[config.mk]
export PLATFORM = sky130hd
export DESIGN_NAME = hct245_bus_ctrl
export DESIGN_NICKNAME = d
export VERILOG_FILES = /design/src/rtl/bus_ctrl_pkg.sv /design/src/rtl/cycle_down_counter.sv /design/src/rtl/hct245_bus_ctrl.sv
export SDC_FILE = /design/constraint.sdc
export NUM_CORES = 1
export LEC_CHECK = 0
export CORE_MARGIN = 2
export CORE_UTILIZATION = 37
export CTS_BUF_LIST = sky130_fd_sc_hd__clkbuf_16
export CTS_CLUSTER_DIAMETER = 30
export DETAILED_ROUTE_END_ITERATION = 12
export GPL_TIMING_DRIVEN = 1
export PLACE_DENSITY = 0.85
export SLEW_MARGIN = 25
export SYNTH_ARGS = -nofsm -noshare
export SYNTH_HDL_FRONTEND = slang
export SYNTH_SLANG_ARGS = --single-unit
export TNS_END_PERCENT = 10
[constraint.sdc]
create_clock -name clk -period 1.44 [get_ports clk]
set_clock_uncertainty 0.1 [all_clocks]
set_input_delay 0.144 -clock clk [delete_from_list [all_inputs] [get_ports clk]]
set_output_delay 0.144 -clock clk [all_outputs]
set_load 0.05 [all_outputs]
[src/rtl/bus_ctrl_pkg.sv]
// Shared types and constants for the hct74245 bus sequencer.
package bus_ctrl_pkg;

   typedef enum logic [1:0] {
      IDLE    = 2'd0,
      TURN    = 2'd1,
      XFER    = 2'd2,
      RELEASE = 2'd3
   } state_e;

   localparam logic DIR_A2B = 1'b1;
   localparam logic DIR_B2A = 1'b0;

   function automatic int unsigned max_u(input int unsigned a, input int unsigned b);
      return (a > b) ? a : b;
   endfunction

endpackage

[src/rtl/cycle_down_counter.sv]
// Loadable down-counter with a zero flag; saturates at 0 so it never wraps.
module cycle_down_counter #(
   parameter int unsigned WIDTH = 2
) (
   input  logic             clk,
   input  logic             _reset,
   input  logic             load,
   input  logic [WIDTH-1:0] load_val,
   input  logic             dec,
   output logic             zero
);

   logic [WIDTH-1:0] cnt_q;

   // Load has priority over decrement; decrement stops at 0.
   always_ff @(posedge clk) begin
      if (!_reset) begin
         cnt_q <= '0;
      end else if (load) begin
         cnt_q <= load_val;
      end else if (dec && (cnt_q != '0)) begin
         cnt_q <= cnt_q - WIDTH'(1);
      end
   end

   // Zero flag is purely a decode of the count.
   always_comb begin
      zero = (cnt_q == '0);
   end

endmodule

[src/rtl/hct245_bus_ctrl.sv]
// Sequencer for one hct74245 transceiver: owns dir/nOE and the local A-side
// driver, inserting dead cycles so the two A-side drivers never overlap.
module hct245_bus_ctrl
   import bus_ctrl_pkg::*;
#(
   parameter int unsigned WIDTH       = 8,
   parameter int unsigned TURN_CYCLES = 1,
   parameter int unsigned XFER_CYCLES = 2,
   parameter string       NAME        = "BUSCTL",
   parameter int unsigned LOG         = 0
) (
   input  logic             clk,
   input  logic             _reset,
   input  logic             req,
   input  logic             we,
   input  logic [WIDTH-1:0] wdata,
   output logic             ack,
   output logic             busy,
   output logic [WIDTH-1:0] rdata,
   output logic             dir,
   output logic             nOE,
   output logic             a_oe,
   output logic [WIDTH-1:0] a_out,
   input  logic [WIDTH-1:0] a_in
);

   localparam int unsigned CNT_W = $clog2(max_u(TURN_CYCLES, XFER_CYCLES)) + 1;

   if (TURN_CYCLES == 0 || XFER_CYCLES == 0 || LOG > 1) begin : g_bad_param
      $error("%s: TURN_CYCLES and XFER_CYCLES must be >= 1, LOG must be 0 or 1", NAME);
   end

   state_e           state_q, state_d;
   logic             cnt_load, cnt_dec, cnt_zero;
   logic [CNT_W-1:0] cnt_val;

   cycle_down_counter #(
      .WIDTH (CNT_W)
   ) u_cnt (
      .clk      (clk),
      ._reset   (_reset),
      .load     (cnt_load),
      .load_val (cnt_val),
      .dec      (cnt_dec),
      .zero     (cnt_zero)
   );

   // Next-state and counter control.
   always_comb begin
      state_d  = state_q;
      cnt_load = 1'b0;
      cnt_dec  = 1'b0;
      cnt_val  = '0;
      unique case (state_q)
         IDLE: begin
            if (req) begin
               state_d  = TURN;
               cnt_load = 1'b1;
               cnt_val  = CNT_W'(TURN_CYCLES - 1);
            end
         end
         TURN: begin
            if (cnt_zero) begin
               state_d  = XFER;
               cnt_load = 1'b1;
               cnt_val  = CNT_W'(XFER_CYCLES - 1);
            end else begin
               cnt_dec = 1'b1;
            end
         end
         XFER: begin
            if (cnt_zero) begin
               state_d = RELEASE;
            end else begin
               cnt_dec = 1'b1;
            end
         end
         RELEASE: state_d = IDLE;
         default: state_d = IDLE;
      endcase
   end

   // State register.
   always_ff @(posedge clk) begin
      if (!_reset) begin
         state_q <= IDLE;
      end else begin
         state_q <= state_d;
      end
   end

   // Request capture (dir only moves on the IDLE->TURN edge) and read-data sampling.
   always_ff @(posedge clk) begin
      if (!_reset) begin
         dir   <= DIR_B2A;
         a_out <= '0;
         rdata <= '0;
      end else begin
         if (state_q == IDLE && req) begin
            dir   <= we;
            a_out <= wdata;
         end
         if (state_q == XFER && cnt_zero && dir == DIR_B2A) begin
            rdata <= a_in;
         end
      end
   end

   // Pin decode; a_oe is gated by dir so A is never driven while the transceiver drives it.
   always_comb begin
      nOE  = (state_q != XFER);
      a_oe = ((state_q == TURN) || (state_q == XFER)) && (dir == DIR_A2B);
      ack  = (state_q == RELEASE);
      busy = (state_q != IDLE);
   end

endmodule

==> out/summary.txt, run 1 <==
=================================================================================
Most used DFF post-synth                                             sky130_fd_sc_hd__dfxtp_1
Overflow left after global routing                                              0
Arrival time at the worst endpoint                                        1.22 ns
Period Utilization, post-route                                               102%
Number of input and output port buffers inserted                               40
CTS Root Cell                                                        sky130_fd_sc_hd__clkbuf_16
Worst slack after detailed placement                                    -0.190 ns
Final Net Count                                                               185
Maximum achievable frequency                                            0.682 GHz
Net Count, Synth                                                              132
Area added between synthesis and finish                                     96.2%
Final routed DRC violation total                                                0
Via count of the routed design                                                880
Core outline area                                                        2450 µm²
Pin count of the biggest net entering global routing                           13
Warnings, synthesis                                                             0
Initial core utilization                                                    38.9%
Power Dens Cells                                                      1720 nW/µm²
Vias per inst                                                                4.71
CTS HTree Levels                                                                1
Commonest cells after routing, fill and taps aside                   sky130_fd_sc_hd__buf_12 (23), sky130_fd_sc_hd__nand2_1 (22), sky130_fd_sc_hd__clkdlybuf4s50_1 (19)
Reported max-cap violation count                                                0
Transition at the pin with the smallest max-transition slack             0.417 ns
Clock period minus worst slack                                            1.47 ns
RSZ-0062 raised after global routing                                          yes
Worst supply voltage drop on vdd                                          1120 µV
Fraction of layout cells with a size suffix above 1                         36.3%
Reported leakage power                                                   0.799 nW
Ant. Diodes                                                                     0
Buffer levels on the longest clock path                                         2
R2R Setup Slk                                                                0 ns
Final Wtd Congestion                                                        0.713
Site Rows                                                                      18
Largest cells by area after synthesis                                sky130_fd_sc_hd__dfxtp_1 (44%), sky130_fd_sc_hd__mux2i_1 (9.4%), sky130_fd_sc_hd__ha_1 (9.2%)
Failing checks                                                       setup timing
Aggregate global-route resource usage                                       18.9%
Number of top-level design ports                                               41
Kind of critical path                                                     reg2out
Grt met1 use                                                                17.9%
Final routed wirelength across all metal layers                           2430 µm
Die Y-Extent                                                              54.8 µm
Sequential share of the synthesized area                                    44.0%
Top Usage Layer GRT                                                          met2
Met2 track demand over resource in global routing                           36.1%
Number of enable-type register cells in the synthesized netlist                 0
Via count of the first global-routing pass                                    923
Met3 track demand over resource in global routing                           5.74%
Share of flip-flops with an asynchronous set or reset                          0%
Register bit total from synthesis                                              21
Critical Path Sink Type                                               output port
Data required time of the critical path                                   1.20 ns
Number of endpoints failing setup at the final stage                            2
Pre-antenna DRT Iters                                                           4
Fin worst setup slack                                                  -0.0256 ns
Hold Path Class                                                            in2reg
Result of the run                                                    finished with violations
CTS tree                                                                      yes
Post-Route Setup TNS                                                   -0.0266 ns
Post-detailed-route count of antenna-violating nets                             0
Number of buffers created by CTS                                                3
Syn_area_per_cell                                                        9.09 µm²
Cell type contributing the most total cell area after synthesis      sky130_fd_sc_hd__dfxtp_1
Die Width                                                                 54.8 µm
Iteration-0 DRC Markers                                                        10
Gate Count Post-Synth                                                         105
Unique masters post-synth                                                      22
Number of antenna violations at the first check in global routing               0
Die footprint                                                            3000 µm²
Register clock-pin slew on the reported worst setup and hold paths        0.06 ns
Wire length of the first global-routing pass                              3950 µm
Source-to-sink clock delay at the later pin of the worst-skew pair        0.25 ns
Dpl hpwl                                                                  1800 µm
Relative max-transition margin                                              72.2%
Routed wirelength normalized by instance count                            13.0 µm
Critical Path Fanout Max                                                        3
Sink Count                                                                     21
Critical path startpoint category                                       flip-flop
Synthesized area                                                          955 µm²
Top-area cell type share of the netlist area                                44.0%
Fin. max-slew vios                                                              0
Leading cell type in the layout, fill and taps excluded              sky130_fd_sc_hd__buf_12
Final hold viol count                                                           0
=================================================================================
## metal layers
metal | wire, µm | up-vias
met4 | 43 | 0
met3 | 213 | 5
met2 | 1260 | 36
li1 | - | 443
met5 | 0 | -
met1 | 909 | 396
## cell families after synthesis
group / Yosys count / share of synthesized area (%)
XOR/XNOR: 1 / 0.918
AND/OR/NAND/NOR: 37 / 18.3
flip-flops: 21 / 44.0
multiplexers: 9 / 9.44
buffers and inverters: 15 / 6.03
AO/OA/AOI/OAI: 15 / 12.1
adder cells (fa/ha/maj): 7 / 9.17
## sequential cells by signal, summed over array words and instances, names as in the netlist
register,flops
state_q,2
rdata,8
dir,1
u_cnt.cnt_q,2
a_out,8
## worst max-delay path: stages (launching register included)
cell and delay, ns:
sky130_fd_sc_hd__dfxtp_4 0.38, sky130_fd_sc_hd__inv_6 0.05, sky130_fd_sc_hd__ha_4 0.24, sky130_fd_sc_hd__and2_4 0.16
sky130_fd_sc_hd__buf_12 0.14
## stage by stage
stage                     cell area (µm²)  power [mW]  util (%)  instances  hold WS, ns
after floorplan                       962        1.62         -        105        0.181
after global placement               1670        2.34      67.9        177        0.381
after detailed placement             1670        2.40      67.9        177        0.394
after CTS                            1800        3.10      73.2        183        0.344
after global routing                 1870        3.40      76.3        187        0.374
final                                1870        3.22      76.3        187        0.342
## synthesized netlist by cell type (4+ instances only)
cell type                  count
sky130_fd_sc_hd__mux2i_1       9
sky130_fd_sc_hd__inv_1        10
sky130_fd_sc_hd__nand2_1      22
sky130_fd_sc_hd__nor2b_1       9
sky130_fd_sc_hd__a21boi_0      9
sky130_fd_sc_hd__ha_1          7
sky130_fd_sc_hd__clkbuf_1      4
sky130_fd_sc_hd__dfxtp_1      21
## repair_timing
item,CTS,global route
hold buffers,0,0
buffers inserted,2,4
endpoints found under the setup margin,19,11
gates resized for setup,13,15
gates cloned,0,0
pin swaps,3,2
## final timing paths
kind             startpoint          to  cells past startpoint
min reg2reg        a_out[2]    a_out[2]                      2
max reg2reg  u_cnt.cnt_q[0]  state_q[1]                      5
min                      we         dir                      3
max              state_q[1]        a_oe                      4
## final cells by class
class / instances / area (µm²)
clock buffers: 3 / 75.1
clock inverters: 1 / 5.00
fillers: 161 / 582
inverters: 10 / 48.8
multi-input cells: 69 / 534
flip-flops and latches: 21 / 432
well taps: 30 / 37.5
repair buffers: 53 / 741
## power by group
part	internal, mW	total, mW	switching [mW]	leakage [nW]
clock network	0.373	0.588	0.215	0.0409
registers	0.711	0.837	0.126	0.174
logic	0.932	1.80	0.868	0.584
No activity file was read; power rests on OpenSTA's default activity.
==> run 2, diff against run 1 <==
Settings changed: CORE_UTILIZATION 37 to 44, PLACE_DENSITY 0.85 to 0.94.
Clock period 1.44 ns to 1.7 ns, I/O delays scaled along.
==> out/summary.txt, run 2 (synthesized netlist as in run 1, its figures left out) <==
=================================================================================
Result of the run                                                    complete, no violations
Via count of the first global-routing pass                                    847   -8.2%
Post-Route Setup TNS                                                         0 ns   +0.0266 ns
Site Rows                                                                      16   -2
Worst R2R Path Depth                                                            4   -1
Die footprint                                                            2560 µm²   -15%
Number of buffers created by CTS                                                3   unchanged
Final routed DRC violation total                                                0   unchanged
Clock period minus worst slack                                            1.59 ns
Pre-antenna DRT Iters                                                           4   unchanged
Number of endpoints failing setup at the final stage                            0   -2
Die Y-Extent                                                              50.6 µm   -7.7%
Reported leakage power                                                   0.686 nW   -14%
Internal Dissipation                                                      1.34 mW   -33%
Area added between synthesis and finish                                     55.3%
Commonest cells after routing, fill and taps aside                   sky130_fd_sc_hd__nand2_1 (22), sky130_fd_sc_hd__buf_4 (20), sky130_fd_sc_hd__dfxtp_1 (19), sky130_fd_sc_hd__clkdlybuf4s50_1 (19), sky130_fd_sc_hd__inv_1 (11)
CTS tree                                                                      yes
Routed wirelength normalized by instance count                            13.2 µm   +1.3%
Aggregate global-route resource usage                                       19.1%   +0.29 points
Iteration-0 DRC Markers                                                        16   +6
R2R Setup Slk                                                             0.14 ns   +0.14 ns
Post-detailed-route count of antenna-violating nets                             0   unchanged
Combinational cell fraction of total power                                  49.3%   -6.5 points
CTS Root Cell                                                        sky130_fd_sc_hd__clkbuf_16
Worst hold slack                                                         0.363 ns   +0.0212 ns
Hold Buf Count CTS                                                              0   unchanged
Reported max-cap violation count                                                0   unchanged
Pin count of the biggest net entering global routing                           12   -1
Dpl hpwl                                                                  1780 µm   -0.99%
Ant. Diodes                                                                     0   unchanged
Relative max-transition margin                                              71.8%   -0.44 points
Critical Path Fanout Max                                                        4   +1
Die Width                                                                 50.6 µm   -7.7%
Setup repair bufs after CTS                                                     0   -2
Period Utilization, post-route                                              93.7%
Vias per inst                                                                4.91   +4.4%
Sink Count                                                                     21   unchanged
Met2 WL                                                                   1210 µm   -4.0%
Initial core utilization                                                    47.7%   +8.8 points
Fin worst setup slack                                                    0.107 ns   +0.132 ns
Switching Share                                                             39.9%   +2.4 points
Overflow left after global routing                                              0   unchanged
Number of antenna violations at the first check in global routing               0   unchanged
Register clock-pin slew on the reported worst setup and hold paths        0.05 ns   about the same
Number of input and output port buffers inserted                               40   unchanged
Data required time of the critical path                                   1.43 ns   +0.23 ns
Critical path startpoint category                                       flip-flop
Worst hold path cell count                                                      2   -1
Via count of the routed design                                                855   -2.8%
Worst slack after detailed placement                                    0.0898 ns   +0.279 ns
Arrival time at the worst endpoint                                        1.32 ns   +0.10 ns
Number of top-level design ports                                               41   unchanged
Source-to-sink clock delay at the later pin of the worst-skew pair        0.25 ns   about the same
Final Net Count                                                               175   -5.4%
Critical Path Sink Type                                               output port
Fin. max-slew vios                                                              0   unchanged
Sequential share of power                                                   29.4%   +3.4 points
Final routed wirelength across all metal layers                           2290 µm   -5.8%
Routed metal-1 wirelength                                                  888 µm   -2.3%
Hold Path Class                                                           reg2reg
Overall power consumption                                                 2.24 mW   -31%
Fraction of layout cells with a size suffix above 1                         21.8%   -15 points
Highest metal used                                                           met4
Maximum achievable frequency                                            0.628 GHz
Worst supply voltage drop on vdd                                          1400 µV   +26%
Core outline area                                                        2000 µm²   -18%
Final hold viol count                                                           0   unchanged
Top flop regs                                                        a_out x8, rdata x8
Kind of critical path                                                     reg2out
Switching power total                                                    0.892 mW   -26%
Power Dens Cells                                                      1510 nW/µm²   -12%
CTS HTree Levels                                                                1   unchanged
Fraction of the core area covered by cells at the end of the flow           74.1%   -2.2 points
Met3 wire length                                                           167 µm   -22%
Leading cell type in the layout, fill and taps excluded              sky130_fd_sc_hd__nand2_1
Wire length of the first global-routing pass                              3680 µm   -6.8%
Buffer levels on the longest clock path                                         2   unchanged
Clock power frac                                                            21.3%   +3.1 points
Transition at the pin with the smallest max-transition slack             0.424 ns   +0.00662 ns
RSZ-0062 raised after global routing                                           no
Final Wtd Congestion                                                        0.742   +4.0%
=================================================================================
[run 2: final timing paths]
check | from | end
hold reg to reg | a_out[7] | a_out[7]
setup / recovery | state_q[0] | a_oe
setup reg to reg | state_q[0] | state_q[0]
hold / removal | a_out[7] | a_out[7]
[run 2: timing repair]
action | 4_1_cts | 5_1_grt
pin swaps | 0 | 0
endpoints found under the hold margin | 0 | 0
endpoints found under the setup margin | 1 | 1
resized for setup | 1 | 2
[run 2: power by group through the flow]
stage / Sequential (mW) / Clock [mW] / Combinational, mW
CTS: 0.656 / 0.491 / 1.07
finish: 0.657 / 0.476 / 1.10
detailed placement: 0.663 / 0 / 1.07
floorplan: 0.895 / 0 / 0.460
global placement: 0.657 / 0 / 1.03
global route: 0.671 / 0.520 / 1.17
[run 2: final cells by class]
type,count,area [µm²]
clock buffers,3,75.1
clock inverters,1,3.75
inverters,10,37.5
repair buffers,43,420
well taps,27,33.8
fillers,144,519
multi-input cells,69,489
flip-flops and latches,21,423
[run 2: critical path: stages (launching register included)]
cell and delay, ns:
sky130_fd_sc_hd__dfxtp_2 0.35, sky130_fd_sc_hd__inv_1 0.11, sky130_fd_sc_hd__ha_4 0.29, sky130_fd_sc_hd__and2_1 0.17, sky130_fd_sc_hd__buf_12 0.15
[run 2: through the flow]
| step | area (µm²) | cells |
|---|---|---|
| after CTS | 1470 | 174 |
| after global placement | 1390 | 170 |
| after global routing | 1480 | 174 |
| after detailed placement | 1390 | 170 |
| after floorplan | 955 | 105 |
| final | 1480 | 174 |
[run 2: layer usage]
layer | global-route usage [%] | vias to the layer above
met5 | 0 | -
met4 | 7.66 | 0
met3 | 7.44 | 2
met2 | 35.3 | 35
met1 | 19.0 | 395
li1 | - | 423
